<file path="src/rtl/alu_pipe.sv">
// alu_pipe: two-stage pipelined integer ALU (add, sub, and, xor).
//
// Stage 1 registers the operands, the effective B operand (inverted for
// sub), the carry-in, per-bit generate/propagate and 4-bit group G/P.
// Stage 2 resolves carries with a two-level lookahead tree (4-bit groups
// inside 16-bit blocks, blocks rippling into each other), forms the sum,
// selects the result and registers it together with the condition codes.
//
// Optional feature macro: ALU_FLAGS_EN
//   defined     -> carry/zero/sign/overflow flags are computed and registered
//   not defined -> out_cf/out_zf/out_sf/out_of are tied to 0, no flag flops
//
// Parameters:
//   WIDTH      operand width, multiple of 16 in 16..64
// Ports:
//   clk, rst_n            clock (rising edge), async active-low reset
//   in_valid/in_ready     operand bundle handshake
//   in_op                 00 add, 01 sub, 10 and, 11 xor
//   in_a, in_b            operands
//   out_valid/out_ready   result bundle handshake
//   out_result            result
//   out_cf/zf/sf/of       carry(borrow)/zero/sign/overflow flags
//
// Handshake: a bundle moves across an interface at a rising edge where
// valid and ready are both 1. Valid never depends on ready; in_ready is a
// pure function of pipeline occupancy and out_ready (never of in_valid);
// a presented result holds stable while out_valid & ~out_ready.
module alu_pipe #(
  parameter int WIDTH = 32
) (
  input  logic             clk,
  input  logic             rst_n,
  input  logic             in_valid,
  output logic             in_ready,
  input  logic [1:0]       in_op,
  input  logic [WIDTH-1:0] in_a,
  input  logic [WIDTH-1:0] in_b,
  output logic             out_valid,
  input  logic             out_ready,
  output logic [WIDTH-1:0] out_result,
  output logic             out_cf,
  output logic             out_zf,
  output logic             out_sf,
  output logic             out_of
);

  localparam int NG = WIDTH / 4;   // number of 4-bit groups
  localparam int NB = WIDTH / 16;  // number of 16-bit blocks

  localparam logic [1:0] OP_ADD = 2'b00;
  localparam logic [1:0] OP_SUB = 2'b01;
  localparam logic [1:0] OP_AND = 2'b10;
  localparam logic [1:0] OP_XOR = 2'b11;

  // 4-bit lookahead unit: carries into positions 0..3 from G/P and carry-in.
  function automatic logic [3:0] cla4_carries(input logic [3:0] g,
                                              input logic [3:0] p,
                                              input logic       cin);
    logic [3:0] c;
    c[0] = cin;
    c[1] = g[0] | (p[0] & cin);
    c[2] = g[1] | (p[1] & g[0]) | (p[1] & p[0] & cin);
    c[3] = g[2] | (p[2] & g[1]) | (p[2] & p[1] & g[0]) | (p[2] & p[1] & p[0] & cin);
    return c;
  endfunction

  // 4-bit lookahead unit: combined {generate, propagate} of four positions.
  function automatic logic [1:0] cla4_gp(input logic [3:0] g,
                                         input logic [3:0] p);
    logic gg;
    gg = g[3] | (p[3] & g[2]) | (p[3] & p[2] & g[1]) | (p[3] & p[2] & p[1] & g[0]);
    return {gg, &p};
  endfunction

  // ---------------------------------------------------------------- control
  logic s1_valid_q, s1_valid_d;
  logic s2_valid_q, s2_valid_d;
  logic s2_adv;
  logic in_fire;

  assign s2_adv   = ~s2_valid_q | out_ready;
  assign in_ready = ~s1_valid_q | s2_adv;
  assign in_fire  = in_valid & in_ready;

  // ---------------------------------------------------------------- stage 1
  logic [1:0]       s1_op_q,  s1_op_d;
  logic [WIDTH-1:0] s1_a_q,   s1_a_d;
  logic [WIDTH-1:0] s1_b_q,   s1_b_d;
  logic             s1_cin_q, s1_cin_d;
  logic [WIDTH-1:0] s1_g_q,   s1_g_d;
  logic [WIDTH-1:0] s1_p_q,   s1_p_d;
  logic [NG-1:0]    s1_gg_q,  s1_gg_d;
  logic [NG-1:0]    s1_gp_q,  s1_gp_d;

  logic [WIDTH-1:0] b_eff;
  logic [WIDTH-1:0] g_bit;
  logic [WIDTH-1:0] p_bit;
  logic [NG-1:0]    grp_g;
  logic [NG-1:0]    grp_p;
  logic [1:0]       grp_gp_w;

  always_comb begin : s1_gp_calc
    // Subtraction is A + ~B + 1.
    b_eff = (in_op == OP_SUB) ? ~in_b : in_b;
    g_bit = in_a & b_eff;
    p_bit = in_a ^ b_eff;
    grp_g = '0;
    grp_p = '0;
    grp_gp_w = '0;
    for (int k = 0; k < NG; k++) begin
      grp_gp_w = cla4_gp(g_bit[k*4 +: 4], p_bit[k*4 +: 4]);
      grp_g[k] = grp_gp_w[1];
      grp_p[k] = grp_gp_w[0];
    end
  end

  always_comb begin : s1_next
    s1_valid_d = s1_valid_q;
    s1_op_d    = s1_op_q;
    s1_a_d     = s1_a_q;
    s1_b_d     = s1_b_q;
    s1_cin_d   = s1_cin_q;
    s1_g_d     = s1_g_q;
    s1_p_d     = s1_p_q;
    s1_gg_d    = s1_gg_q;
    s1_gp_d    = s1_gp_q;
    if (in_fire) begin
      s1_valid_d = 1'b1;
      s1_op_d    = in_op;
      s1_a_d     = in_a;
      s1_b_d     = b_eff;
      s1_cin_d   = (in_op == OP_SUB);
      s1_g_d     = g_bit;
      s1_p_d     = p_bit;
      s1_gg_d    = grp_g;
      s1_gp_d    = grp_p;
    end else if (s2_adv) begin
      // Contents moved on (or were empty) and nothing new arrived.
      s1_valid_d = 1'b0;
    end
  end

  always_ff @(posedge clk or negedge rst_n) begin
    if (!rst_n) begin
      s1_valid_q <= 1'b0;
      s1_op_q    <= '0;
      s1_a_q     <= '0;
      s1_b_q     <= '0;
      s1_cin_q   <= 1'b0;
      s1_g_q     <= '0;
      s1_p_q     <= '0;
      s1_gg_q    <= '0;
      s1_gp_q    <= '0;
    end else begin
      s1_valid_q <= s1_valid_d;
      s1_op_q    <= s1_op_d;
      s1_a_q     <= s1_a_d;
      s1_b_q     <= s1_b_d;
      s1_cin_q   <= s1_cin_d;
      s1_g_q     <= s1_g_d;
      s1_p_q     <= s1_p_d;
      s1_gg_q    <= s1_gg_d;
      s1_gp_q    <= s1_gp_d;
    end
  end

  // ---------------------------------------------------------------- stage 2
  logic [WIDTH-1:0] carry;    // carry into each bit position
  logic [WIDTH-1:0] sum_w;
  logic [WIDTH-1:0] res_w;
  logic [3:0]       grp_c;    // carries into the four groups of a block
  logic [1:0]       blk_gp;
  logic             c_blk;    // carry into the current block; carry out after the loop

  always_comb begin : s2_carry_tree
    carry  = '0;
    grp_c  = '0;
    blk_gp = '0;
    c_blk  = s1_cin_q;
    for (int blk = 0; blk < NB; blk++) begin
      grp_c  = cla4_carries(s1_gg_q[blk*4 +: 4], s1_gp_q[blk*4 +: 4], c_blk);
      blk_gp = cla4_gp(s1_gg_q[blk*4 +: 4], s1_gp_q[blk*4 +: 4]);
      for (int j = 0; j < 4; j++) begin
        carry[(blk*4 + j)*4 +: 4] = cla4_carries(s1_g_q[(blk*4 + j)*4 +: 4],
                                                 s1_p_q[(blk*4 + j)*4 +: 4],
                                                 grp_c[j]);
      end
      // Blocks ripple: carry out of this block feeds the next one.
      c_blk = blk_gp[1] | (blk_gp[0] & c_blk);
    end
    sum_w = s1_p_q ^ carry;
    case (s1_op_q)
      OP_ADD, OP_SUB: res_w = sum_w;
      OP_AND:         res_w = s1_a_q & s1_b_q;
      OP_XOR:         res_w = s1_p_q;
      default:        res_w = sum_w;
    endcase
  end

  logic [WIDTH-1:0] s2_result_q, s2_result_d;
  logic             s2_load;

  assign s2_load = s1_valid_q & s2_adv;

  always_comb begin : s2_next
    s2_valid_d  = s2_valid_q;
    s2_result_d = s2_result_q;
    if (s2_adv) begin
      s2_valid_d = s1_valid_q;
    end
    if (s2_load) begin
      s2_result_d = res_w;
    end
  end

  always_ff @(posedge clk or negedge rst_n) begin
    if (!rst_n) begin
      s2_valid_q  <= 1'b0;
      s2_result_q <= '0;
    end else begin
      s2_valid_q  <= s2_valid_d;
      s2_result_q <= s2_result_d;
    end
  end

  assign out_valid  = s2_valid_q;
  assign out_result = s2_result_q;

`ifdef ALU_FLAGS_EN
  logic s2_cf_q, s2_cf_d;
  logic s2_zf_q, s2_zf_d;
  logic s2_sf_q, s2_sf_d;
  logic s2_of_q, s2_of_d;
  logic is_arith;

  always_comb begin : s2_flags_next
    is_arith = ~s1_op_q[1];
    s2_cf_d  = s2_cf_q;
    s2_zf_d  = s2_zf_q;
    s2_sf_d  = s2_sf_q;
    s2_of_d  = s2_of_q;
    if (s2_load) begin
      // Sub reports borrow, which is the inverted carry out of A + ~B + 1.
      s2_cf_d = is_arith & ((s1_op_q == OP_SUB) ? ~c_blk : c_blk);
      s2_zf_d = (res_w == '0);
      s2_sf_d = res_w[WIDTH-1];
      // With B already inverted for sub, one overflow rule covers both ops.
      s2_of_d = is_arith & (s1_a_q[WIDTH-1] == s1_b_q[WIDTH-1]) &
                (sum_w[WIDTH-1] != s1_a_q[WIDTH-1]);
    end
  end

  always_ff @(posedge clk or negedge rst_n) begin
    if (!rst_n) begin
      s2_cf_q <= 1'b0;
      s2_zf_q <= 1'b0;
      s2_sf_q <= 1'b0;
      s2_of_q <= 1'b0;
    end else begin
      s2_cf_q <= s2_cf_d;
      s2_zf_q <= s2_zf_d;
      s2_sf_q <= s2_sf_d;
      s2_of_q <= s2_of_d;
    end
  end

  assign out_cf = s2_cf_q;
  assign out_zf = s2_zf_q;
  assign out_sf = s2_sf_q;
  assign out_of = s2_of_q;
`else
  assign out_cf = 1'b0;
  assign out_zf = 1'b0;
  assign out_sf = 1'b0;
  assign out_of = 1'b0;
`endif

endmodule

</file>
<file path="config.mk">
export PLATFORM = sky130hd
export DESIGN_NAME = alu_pipe
export DESIGN_NICKNAME = d
export VERILOG_FILES = /design/src/rtl/alu_pipe.sv
export SDC_FILE = /design/constraint.sdc
export NUM_CORES = 1
export LEC_CHECK = 0
export ABC_AREA = 1
export CORE_UTILIZATION = 58
export CTS_BUF_LIST = sky130_fd_sc_hd__clkbuf_8
export DETAILED_ROUTE_END_ITERATION = 8
export PLACE_DENSITY = 0.89
export REMOVE_ABC_BUFFERS = 1
export SLEW_MARGIN = 20
export SYNTH_ARGS = -nofsm -noshare
export SYNTH_HDL_FRONTEND = slang
export SYNTH_SLANG_ARGS = --single-unit
</file>
<file path="constraint.sdc">
create_clock -name clk -period 1.7 [get_ports clk]
set_input_delay 0.17 -clock clk [delete_from_list [all_inputs] [get_ports clk]]
set_output_delay 0.17 -clock clk [all_outputs]
set_load 0.03 [all_outputs]
</file>
==> flow_metrics.env, run 1 <==
export IMPL_clkTransAtPathRegs_ns=0.09
export IMPL_cp_data_arrival_time_ns=2.08
export IMPL_hpwl_um=15300
export IMPL_ys_async_sr_fraction_pct=100
export IMPL_vias_per_cell=5.72
export IMPL_core_sq_mm=0.0145
export IMPL_netlist_area_sq_mm=0.00865
export IMPL_power_frac_comb_pct=35.2
export IMPL_fin_skew_ns=0.0134
export IMPL_numCtsBuffers=17
export IMPL_path_class="flop to flop"
export IMPL_synthTopCellsByCount="nand2_1 (354), dfrtp_1 (171), o21ai_1 (60)"
export IMPL_finalCriticalPeriod_ns=1.72
export IMPL_cts_root_buf="clkbuf_8"
export IMPL_drc_errors=0
export IMPL_grt_max_degree=63
export IMPL_p_int_uw=8000
export IMPL_cp_end_kind="flop"
export IMPL_clock_sinks=171
export IMPL_ioPinCount=108
export IMPL_crit_fanout=5
export IMPL_fp_dieW_um=124
export IMPL_cp_required_ns=2.06
export IMPL_max_freq_mhz=582
export IMPL_clkPwrFrac_pct=21.7
export IMPL_die_area_sq_mm=0.0154
export IMPL_cts_tree="done"
export IMPL_initial_core_util_pct=59.5
export IMPL_final_nets=1266
export IMPL_synthTopCellsByArea="dfrtp_1 (49%), nand2_1 (15%), ha_1 (5.6%), o21ai_1 (3.5%), a21oi_1 (3.2%)"
export IMPL_setup_ws_ns=-0.0191
export IMPL_first_iter_violations=896
export IMPL_ys_flop_type="dfrtp_1"
export IMPL_grt_pass1_wl_um=35500
export IMPL_gp_routability_congestion=0.916
export IMPL_max_stage_delay_ns=0.42
export IMPL_status="finished, violations left"
export IMPL_path_cells="inv_2, nand2_2, nand3_2, nand2_4, ha_4, nor2_2, o21ai_1, a21oi_1, a311oi_1, nor2_1"
export IMPL_yosys_warnings=0
export IMPL_slowest_stage="dfrtp_1"
export IMPL_drt_wl_total_um=22300
export IMPL_yosysTopAreaCellShare_pct=49.5
export IMPL_start_kind="flop"
export IMPL_grt_overflow=0
export IMPL_antenna_found_initial=0
export IMPL_die_h_um=124
export IMPL_dr_pass1_iters=5
export IMPL_leakage_uw=0.00538
export IMPL_synth_edf_count=0
export IMPL_syn_inst=1027
export IMPL_synth_most_common_cell="nand2_1"
export IMPL_switching_share_pct=37.8
export IMPL_drv_slew=0
export IMPL_pwr_density_cell_mw_per_mm2=1200
export IMPL_avgSynthCellArea_sq_um=8.42
export IMPL_ff_latch_area_sq_mm=0.00428
export IMPL_rows=44
export IMPL_fill_cells=999
export IMPL_yosys_area_top_type="dfrtp_1"
export IMPL_ir_drop_mv=0.616
export IMPL_tightest_slew_ns=0.534
export IMPL_grt_pass1_vias=7414
export IMPL_synth_distinct_cells=35
export IMPL_antenna_left=0
export IMPL_finalCritPeriodShare_pct=101
export IMPL_grt_usage_pct=30.5
export IMPL_slew_headroom_pct=64.4
export IMPL_violations="negative setup slack"
export IMPL_finish_utilization_pct=73.7
export IMPL_cap_viol_max_count=0
export IMPL_setup_viol=1
export IMPL_synth_seq_area_share_pct=49.5
export IMPL_io_buffers=103
export IMPL_hold_class="input port to async pin"
export IMPL_rsz0062_at_grt="yes"
export IMPL_synth_seq_cells=171
export IMPL_p_seq_share_pct=43.1
export IMPL_hold_violations=0
export IMPL_switchingPower_uw=4850
export IMPL_clk_latency_ns=0.47
export IMPL_htree_levels=4
export IMPL_totalNegativeSetupSlack_ns=-0.0191
export IMPL_drive_above_1_share_pct=11.7
export IMPL_vias=7743
export IMPL_cts_max_path_buffers=2
export IMPL_multi_input_area_sq_mm=0.00393
export IMPL_dp_slack_ns=-0.339
export IMPL_num_antenna_cells=0
export IMPL_area_delta_synth_final_pct=23.9
export IMPL_wl_per_cell_um=16.5
==> worst max-delay path: cells and delay by family (launching register included) <==
| family | cells | cell delay (ns) |
|---|---|---|
| buffers and inverters | 1 | 0.06 |
| flip-flops | 1 | 0.42 |
| AND/OR/NAND/NOR | 5 | 0.45 |
| AO/OA/AOI/OAI | 3 | 0.53 |
| adder cells (fa/ha/maj) | 1 | 0.15 |
==> routing by layer <==
layer,global-route usage (%),up-vias,routed length [um]
li1,-,3632,-
met1,39.6,3679,9170
met2,49.1,371,10800
met3,6.82,61,1730
met4,12.7,0,585
met5,0,-,0
==> cells by family after synthesis <==
kind of cell             after synthesis  share of synthesized area (%)
other                                  1                         0.0434
AND/OR/NAND/NOR                      478                           23.0
flip-flops                           171                           49.5
adder cells (fa/ha/maj)               39                           5.64
buffers and inverters                111                           5.86
XOR/XNOR                              32                           3.24
AO/OA/AOI/OAI                        195                           12.7
==> flip-flops by register name, summed over array words and instances (netlist names) <==
| signal | flops |
|---|---|
| out_result | 32 |
| out_valid | 1 |
| s1_a_q | 32 |
| s1_b_q | 32 |
| s1_cin_q | 1 |
| s1_g_q | 24 |
| s1_gg_q | 7 |
| s1_gp_q | 7 |
| s1_op_q | 2 |
| s1_p_q | 32 |
| s1_valid_q | 1 |
==> cells in the final DEF, fill, tap and decap left out, drive strengths merged, types with 39 or more instances in the layout <==
master and n:
dfrtp 171, clkdlybuf4s50 68, nor2 51, nand2 369, ha 39, buf 57
o21ai 83, nand3 51, a21oi 60, inv 60
==> through the flow <==
stage                     power, uW  cells  area (sq um)  hold slack, ns
final                         12900   1354         10700           0.219
after global routing          13600   1354         10700           0.246
after CTS                     12800   1353         10600           0.224
after detailed placement      10100   1319         10200           0.161
after global placement         9990   1319         10200           0.164
after floorplan                8180    979          8380          -0.126
==> cell type report <==
| type | instances | area share, % |
|---|---|---|
| Clock inverter | 11 | 0.876 |
| Sequential cell | 171 | 39.9 |
| Tap cell | 184 | 2.15 |
| Multi-Input combinational cell | 748 | 36.7 |
| Timing Repair Buffer | 159 | 15.5 |
| Clock buffer | 21 | 2.70 |
| Inverter | 60 | 2.13 |
==> worst paths after layout <==
check,from,endpoint,slack [ns],cells after the start
setup / recovery,s1_gg_q[1],out_result[17],-0.02,10
hold / removal,rst_n,s1_a_q[6],0.22,2
setup reg to reg,s1_gg_q[1],out_result[17],-0.02,10
hold reg to reg,s1_a_q[21],s1_a_q[21],0.49,2
max in group asynchronous,rst_n,s1_b_q[29],0.90,3
min in group clk,in_a[21],s1_a_q[21],0.28,3
==> power groups by stage <==
stage / clock network [uW] / logic [uW] / registers, uW
final: 2790 / 4520 / 5540
after global routing: 2990 / 4950 / 5640
after CTS: 2810 / 4480 / 5520
after detailed placement: 0 / 4550 / 5600
after global placement: 0 / 4420 / 5570
after floorplan: 0 / 2040 / 6140
==> timing repair <==
item,4_1_cts,5_1_grt
pin swaps,0,3
endpoints found under the setup margin,18,22
setup buffers,1,1
gates resized for setup,17,35
hold buffers,1,0
hold endpoints to repair,44,0
Note: power is estimated with default switching activity, not from simulation.
==> inputs of run 2 (changes only) <==
--- a/config.mk
+++ b/config.mk
@@ -6,9 +6,9 @@
 export NUM_CORES = 1
 export LEC_CHECK = 0
-export ABC_AREA = 1
 export CORE_UTILIZATION = 58
 export CTS_BUF_LIST = sky130_fd_sc_hd__clkbuf_8
 export DETAILED_ROUTE_END_ITERATION = 8
 export PLACE_DENSITY = 0.89
+export RECOVER_POWER = 50
 export REMOVE_ABC_BUFFERS = 1
 export SLEW_MARGIN = 20
==> constraint.sdc (replaced) <==
create_clock -name clk -period 1.7 [get_ports clk]
set_input_delay 0.17 -clock clk [delete_from_list [all_inputs] [get_ports clk]]
set_output_delay 0.17 -clock clk [all_outputs]
set_load 0.02 [all_outputs]
==> flow_metrics.env, run 2 <==
export IMPL_status="finished, violations left"
export IMPL_violations="negative setup slack"
export IMPL_leakage_uw=0.00517
export IMPL_ys_flop_type="dfrtp_1"
export IMPL_fp_dieW_um=124
export IMPL_antenna_found_initial=1
export IMPL_synth_edf_count=0
export IMPL_cp_end_kind="flop"
export IMPL_cp_data_arrival_time_ns=2.50
export IMPL_cp_required_ns=2.10
export IMPL_post_synth_fa_ha_maj_area_fraction_pct=5.69
export IMPL_hold_class="input port to flop"
export IMPL_slew_headroom_pct=4.34
export IMPL_fin_skew_ns=0.0128
export IMPL_totalNegativeSetupSlack_ns=-5.59
export IMPL_drt_wl_total_um=25000
export IMPL_dp_slack_ns=-0.516
export IMPL_synth_compound_area_share_pct=13.0
export IMPL_cap_viol_max_count=0
export IMPL_numCtsBuffers=17
export IMPL_gp_routability_congestion=0.849
export IMPL_grt_usage_pct=31.1
export IMPL_drc_errors=0
export IMPL_pwr_density_cell_mw_per_mm2=1240
export IMPL_tightest_slew_ns=1.43
export IMPL_final_common_cell="dfrtp_1"
export IMPL_synth_area_mux_share_pct=16.1
export IMPL_clk_latency_ns=0.47
export IMPL_layout_common_cells="dfrtp_1 (170), mux2_2 (121), clkdlybuf4s50_1 (95)"
export IMPL_core_sq_mm=0.0145
export IMPL_synthTopCellsByCount="dfrtp_1 (171), mux2_2 (121), nand2_1 (95)"
export IMPL_path_class="flop to flop"
export IMPL_finalCriticalPeriod_ns=2.10
export IMPL_crit_fanout=2
export IMPL_synthTopCellsByArea="dfrtp_1 (50%), mux2_2 (16%), ha_1 (5.7%), nand2_1 (4.2%), xor2_1 (4.0%)"
export IMPL_hpwl_um=14800
export IMPL_drive_above_1_share_pct=32.1
export IMPL_synth_seq_area_share_pct=49.9
export IMPL_finalCritPeriodShare_pct=124
export IMPL_initial_core_util_pct=59.2
export IMPL_synth_xor_area_share_pct=4.39
export IMPL_ir_drop_mv=0.846
export IMPL_drv_slew=0
export IMPL_layoutNonFillerInstCount=1131
export IMPL_area_delta_synth_final_pct=33.2
export IMPL_grt_max_degree=54
export IMPL_syn_inst=761
export IMPL_cts_max_path_buffers=2
export IMPL_cts_root_buf="clkbuf_8"
export IMPL_synth_seq_cells=171
export IMPL_netlist_area_sq_mm=0.00858
export IMPL_avgSynthCellArea_sq_um=11.3
export IMPL_start_kind="flop"
export IMPL_yosys_area_top_type="dfrtp_1"
export IMPL_io_buffers=103
export IMPL_grt_overflow=0
export IMPL_synth_top_family_by_area="multiplexers"
export IMPL_r2r_slack_ns=-0.40
export IMPL_die_h_um=124
export IMPL_yosysTopAreaCellShare_pct=49.9
export IMPL_synth_distinct_cells=57
export IMPL_antenna_left=0
export IMPL_vias_per_cell=6.33
export IMPL_yosys_warnings=0
export IMPL_rsz0062_at_grt="yes"
export IMPL_hold_violations=0
export IMPL_setup_ws_ns=-0.403
export IMPL_clock_sinks=171
export IMPL_grt_pass1_wl_um=35500
export IMPL_max_freq_mhz=475
export IMPL_final_nets=1042
export IMPL_dr_pass1_iters=5
export IMPL_synth_most_common_cell="dfrtp_1"
export IMPL_grt_pass1_vias=7009
export IMPL_htree_levels=4
export IMPL_power_uw=14100
export IMPL_place_inst=1079
export IMPL_setup_viol=25
export IMPL_cts_tree="done"
export IMPL_wl_per_cell_um=22.1
export IMPL_clkTransAtPathRegs_ns=0.10
export IMPL_rows=44
export IMPL_vias=7156
export IMPL_die_area_sq_mm=0.0153
export IMPL_first_iter_violations=638
export IMPL_synthSimpleGateAreaFrac_pct=8.68
export IMPL_ioPinCount=108
export IMPL_ys_async_sr_fraction_pct=100
run 2: cell count changes after synthesis, moves of 18 or more:
cell	previous run	this run
nand2_1	354	95
mux2_2	0	121
a21o_1	0	22
xnor2_1	31	4
nand3_1	44	3
nor2_1	50	32
o21ai_1	60	0
buf_2	29	9
inv_1	56	1
o21ai_0	23	56
xor2_1	1	39
a31oi_1	32	1
run 2: final timing paths:
kind                                start        endpoint  depth (start not counted)
max in group asynchronous           rst_n  out_result[13]                          3
min                              in_op[1]      s1_op_q[1]                          2
min in group asynchronous           rst_n       s1_a_q[7]                          2
max                              s1_cin_q  out_result[29]                          9
min reg2reg                out_result[18]  out_result[18]                          2
max reg2reg                      s1_cin_q  out_result[29]                          9
run 2: cell type report:
cell class                      instances  area (sq um)
Sequential cell                       171          4280
Tap cell                              184           230
Fill cell                             776          3050
Inverter                                1          3.75
Clock buffer                           19           262
Clock inverter                         13           245
Multi-Input combinational cell        550          4520
Timing Repair Buffer                  192          1880
Antenna cell                            1          2.50
run 2: cell families (layout without fill, tap and decap cells):
group,Yosys count,after routing
DFF,171,171
adders and majority gates,39,39
xor gates and xnor gates,43,43
other,1,5
and+or+nand+nor,169,169
AOI/OAI and AO/OA,172,172
buffers and inverters,43,225
muxes,123,123
run 2: stage by stage:
step / utilization (%) / instance area, sq um / hold slack (ns)
5_1_grt: 78.9 / 11400 / 0.0551
3_3_place_gp: 71.4 / 10300 / 0.173
2_1_floorplan: - / 8400 / -0.126
4_1_cts: 76.1 / 11000 / 0.243
6_report: 78.9 / 11400 / 0.0638
3_5_place_dp: 71.4 / 10300 / 0.171
run 2: worst max-delay path, cell delays in order (launching register included):
cell	delay, ns
dfrtp_1	0.43
a21o_4	0.23
a41oi_4	0.23
a21bo_2	0.20
nand2b_1	0.09
a21o_1	0.20
ha_4	0.16
o31ai_1	0.21
a21oi_1	0.11
o21ai_1	0.15
run 2: report_power, final:
part           switching [uW]  internal [uW]
clock                    1510           2110
combinational            2310           2390
sequential                869           4940
run 2: repair_timing:
| item | 4_1_cts | 5_1_grt |
|---|---|---|
| cloned | 0 | 1 |
| gates resized for setup | 40 | 70 |
| setup buffers | 5 | 12 |
| setup endpoints to repair | 31 | 44 |
| endpoints found under the hold margin | 47 | 1 |
| pin swaps | 36 | 45 |
| hold buffers | 1 | 1 |
run 2: routing by layer:
metal / track usage [%] / up-vias / wire (um)
li1: - / 3066 / -
met5: 0 / - / 0
met4: 14.8 / 0 / 1140
met1: 38.1 / 3588 / 9440
met3: 7.28 / 106 / 1810
met2: 52.0 / 396 / 12600
==> inputs of run 3 (changes only) <==
ABC_AREA = 0   (was default)
HOLD_SLACK_MARGIN = 0.05   (was default)
==> flow_metrics.env, run 3 (same netlist as run 2, synthesis figures left out) <==
export IMPL_status="finished, violations left"
export IMPL_violations="negative setup slack"
export IMPL_area_delta_synth_final_pct=33.4
export IMPL_cp_data_arrival_time_ns=2.51
export IMPL_wl_per_cell_um=22.1
export IMPL_rsz0062_at_grt="yes"
export IMPL_layout_common_cells="dfrtp_1 (170), mux2_2 (121), clkdlybuf4s50_1 (95)"
export IMPL_initial_core_util_pct=59.2
export IMPL_setup_ws_ns=-0.407
export IMPL_start_kind="flop"
export IMPL_hpwl_um=14800
export IMPL_max_stage_delay_ns=0.43
export IMPL_io_buffers=103
export IMPL_slew_headroom_pct=5.08
export IMPL_dr_pass1_iters=7
export IMPL_fp_dieW_um=124
export IMPL_totalNegativeSetupSlack_ns=-5.64
export IMPL_leakage_uw=0.00517
export IMPL_vias=7156
export IMPL_cts_tree="done"
export IMPL_crit_fanout=2
export IMPL_die_area_sq_mm=0.0153
export IMPL_gp_routability_congestion=0.849
export IMPL_ir_drop_mv=0.823
export IMPL_antenna_found_initial=1
export IMPL_setup_viol=25
export IMPL_pwr_density_cell_mw_per_mm2=1240
export IMPL_grt_usage_pct=31.1
export IMPL_hold_violations=0
export IMPL_first_iter_violations=649
export IMPL_cts_root_buf="clkbuf_8"
export IMPL_fin_skew_ns=0.0128
export IMPL_slowest_stage="dfrtp_1"
export IMPL_finalCritPeriodShare_pct=124
export IMPL_grt_max_degree=54
export IMPL_grt_overflow=0
export IMPL_drive_above_1_share_pct=32.1
export IMPL_clkTransAtPathRegs_ns=0.09
export IMPL_final_common_cell="dfrtp_1"
export IMPL_ioPinCount=108
export IMPL_rows=44
export IMPL_max_freq_mhz=475
export IMPL_finalCriticalPeriod_ns=2.11
export IMPL_path_class="flop to flop"
export IMPL_grt_pass1_wl_um=35500
export IMPL_path_cells="a21o_4, a41oi_4, a21bo_2, nand2b_1, a21o_1, ha_4, o31ai_1, a21oi_1, o21ai_1"
export IMPL_core_sq_mm=0.0145
export IMPL_cp_required_ns=2.10
export IMPL_tightest_slew_ns=1.42
export IMPL_dp_slack_ns=-0.516
export IMPL_cp_end_kind="flop"
export IMPL_cts_max_path_buffers=2
export IMPL_grt_pass1_vias=7009
export IMPL_clock_sinks=171
export IMPL_hold_class="input port to flop"
export IMPL_drc_errors=0
export IMPL_drv_slew=0
export IMPL_htree_levels=4
export IMPL_final_nets=1043
export IMPL_antenna_left=0
export IMPL_clk_latency_ns=0.47
export IMPL_vias_per_cell=6.32
export IMPL_numCtsBuffers=17
export IMPL_die_h_um=124
export IMPL_cap_viol_max_count=0
export IMPL_drt_wl_total_um=25000
run 3: where the power goes:
group          leakage [uW]  total, uW  internal, uW  switching (uW)
Combinational       0.00285       4710          2390            2310
Sequential          0.00206       5820          4940             874
Clock              0.000257       3620          2110            1510
Total               0.00517      14100          9440            4700
run 3: worst max-delay path, delay by kind of cell (launching register included):
kind	cells	cell delay (ns)
adder cells (fa/ha/maj)	1	0.16
AO/OA/AOI/OAI	7	1.34
flip-flops	1	0.43
AND/OR/NAND/NOR	1	0.10
run 3: metal layers:
metal  GRT usage, %  up-vias  routed length, um
met5              0        -                  0
met4           14.8        0               1280
met3           7.28      114               1610
met2           52.0      373              12500
met1           38.1     3603               9620
li1               -     3066                  -
run 3: worst paths after layout:
path,startpoint,endpoint,slack [ns],cells after the start
min,in_a[26],s1_a_q[26],0.35,2
min reg2reg,out_result[1],out_result[1],0.49,2
max reg2reg,s1_cin_q,out_result[29],-0.41,9
max,s1_cin_q,out_result[29],-0.41,9
max in group asynchronous,rst_n,out_result[13],0.18,3
min in group asynchronous,rst_n,s1_a_q[7],0.57,2
run 3: metrics by stage:
| stage | hold slack (ns) | utilization (%) | total power [uW] | cell area (sq um) | std cells |
|---|---|---|---|---|---|
| after floorplan | -0.126 | - | 7910 | 8400 | 722 |
| after global placement | 0.173 | 71.4 | 9560 | 10300 | 1079 |
| after detailed placement | 0.171 | 71.4 | 9760 | 10300 | 1079 |
| after CTS | 0.243 | 76.1 | 13500 | 11000 | 1117 |
| after global routing | 0.357 | 79.0 | 14700 | 11400 | 1131 |
| final | 0.351 | 79.0 | 14100 | 11400 | 1132 |
run 3: cell type report:
type                       instances  area [sq um]
antenna                            1          2.50
clock buffer                      19           262
clock inverter                    13           245
fill                             775          3040
inverter                           1          3.75
multi-input combinational        550          4520
sequential                       171          4280
tap                              184           230
timing repair buffer             193          1890
run 3: repair_timing:
item                       CTS  global route
gates resized for setup     40            70
setup buffers                5            12
hold endpoints to repair    47             2
cloned                       0             1
pin swaps                   36            45
setup endpoints to repair   31            44
hold buffers                 1             2
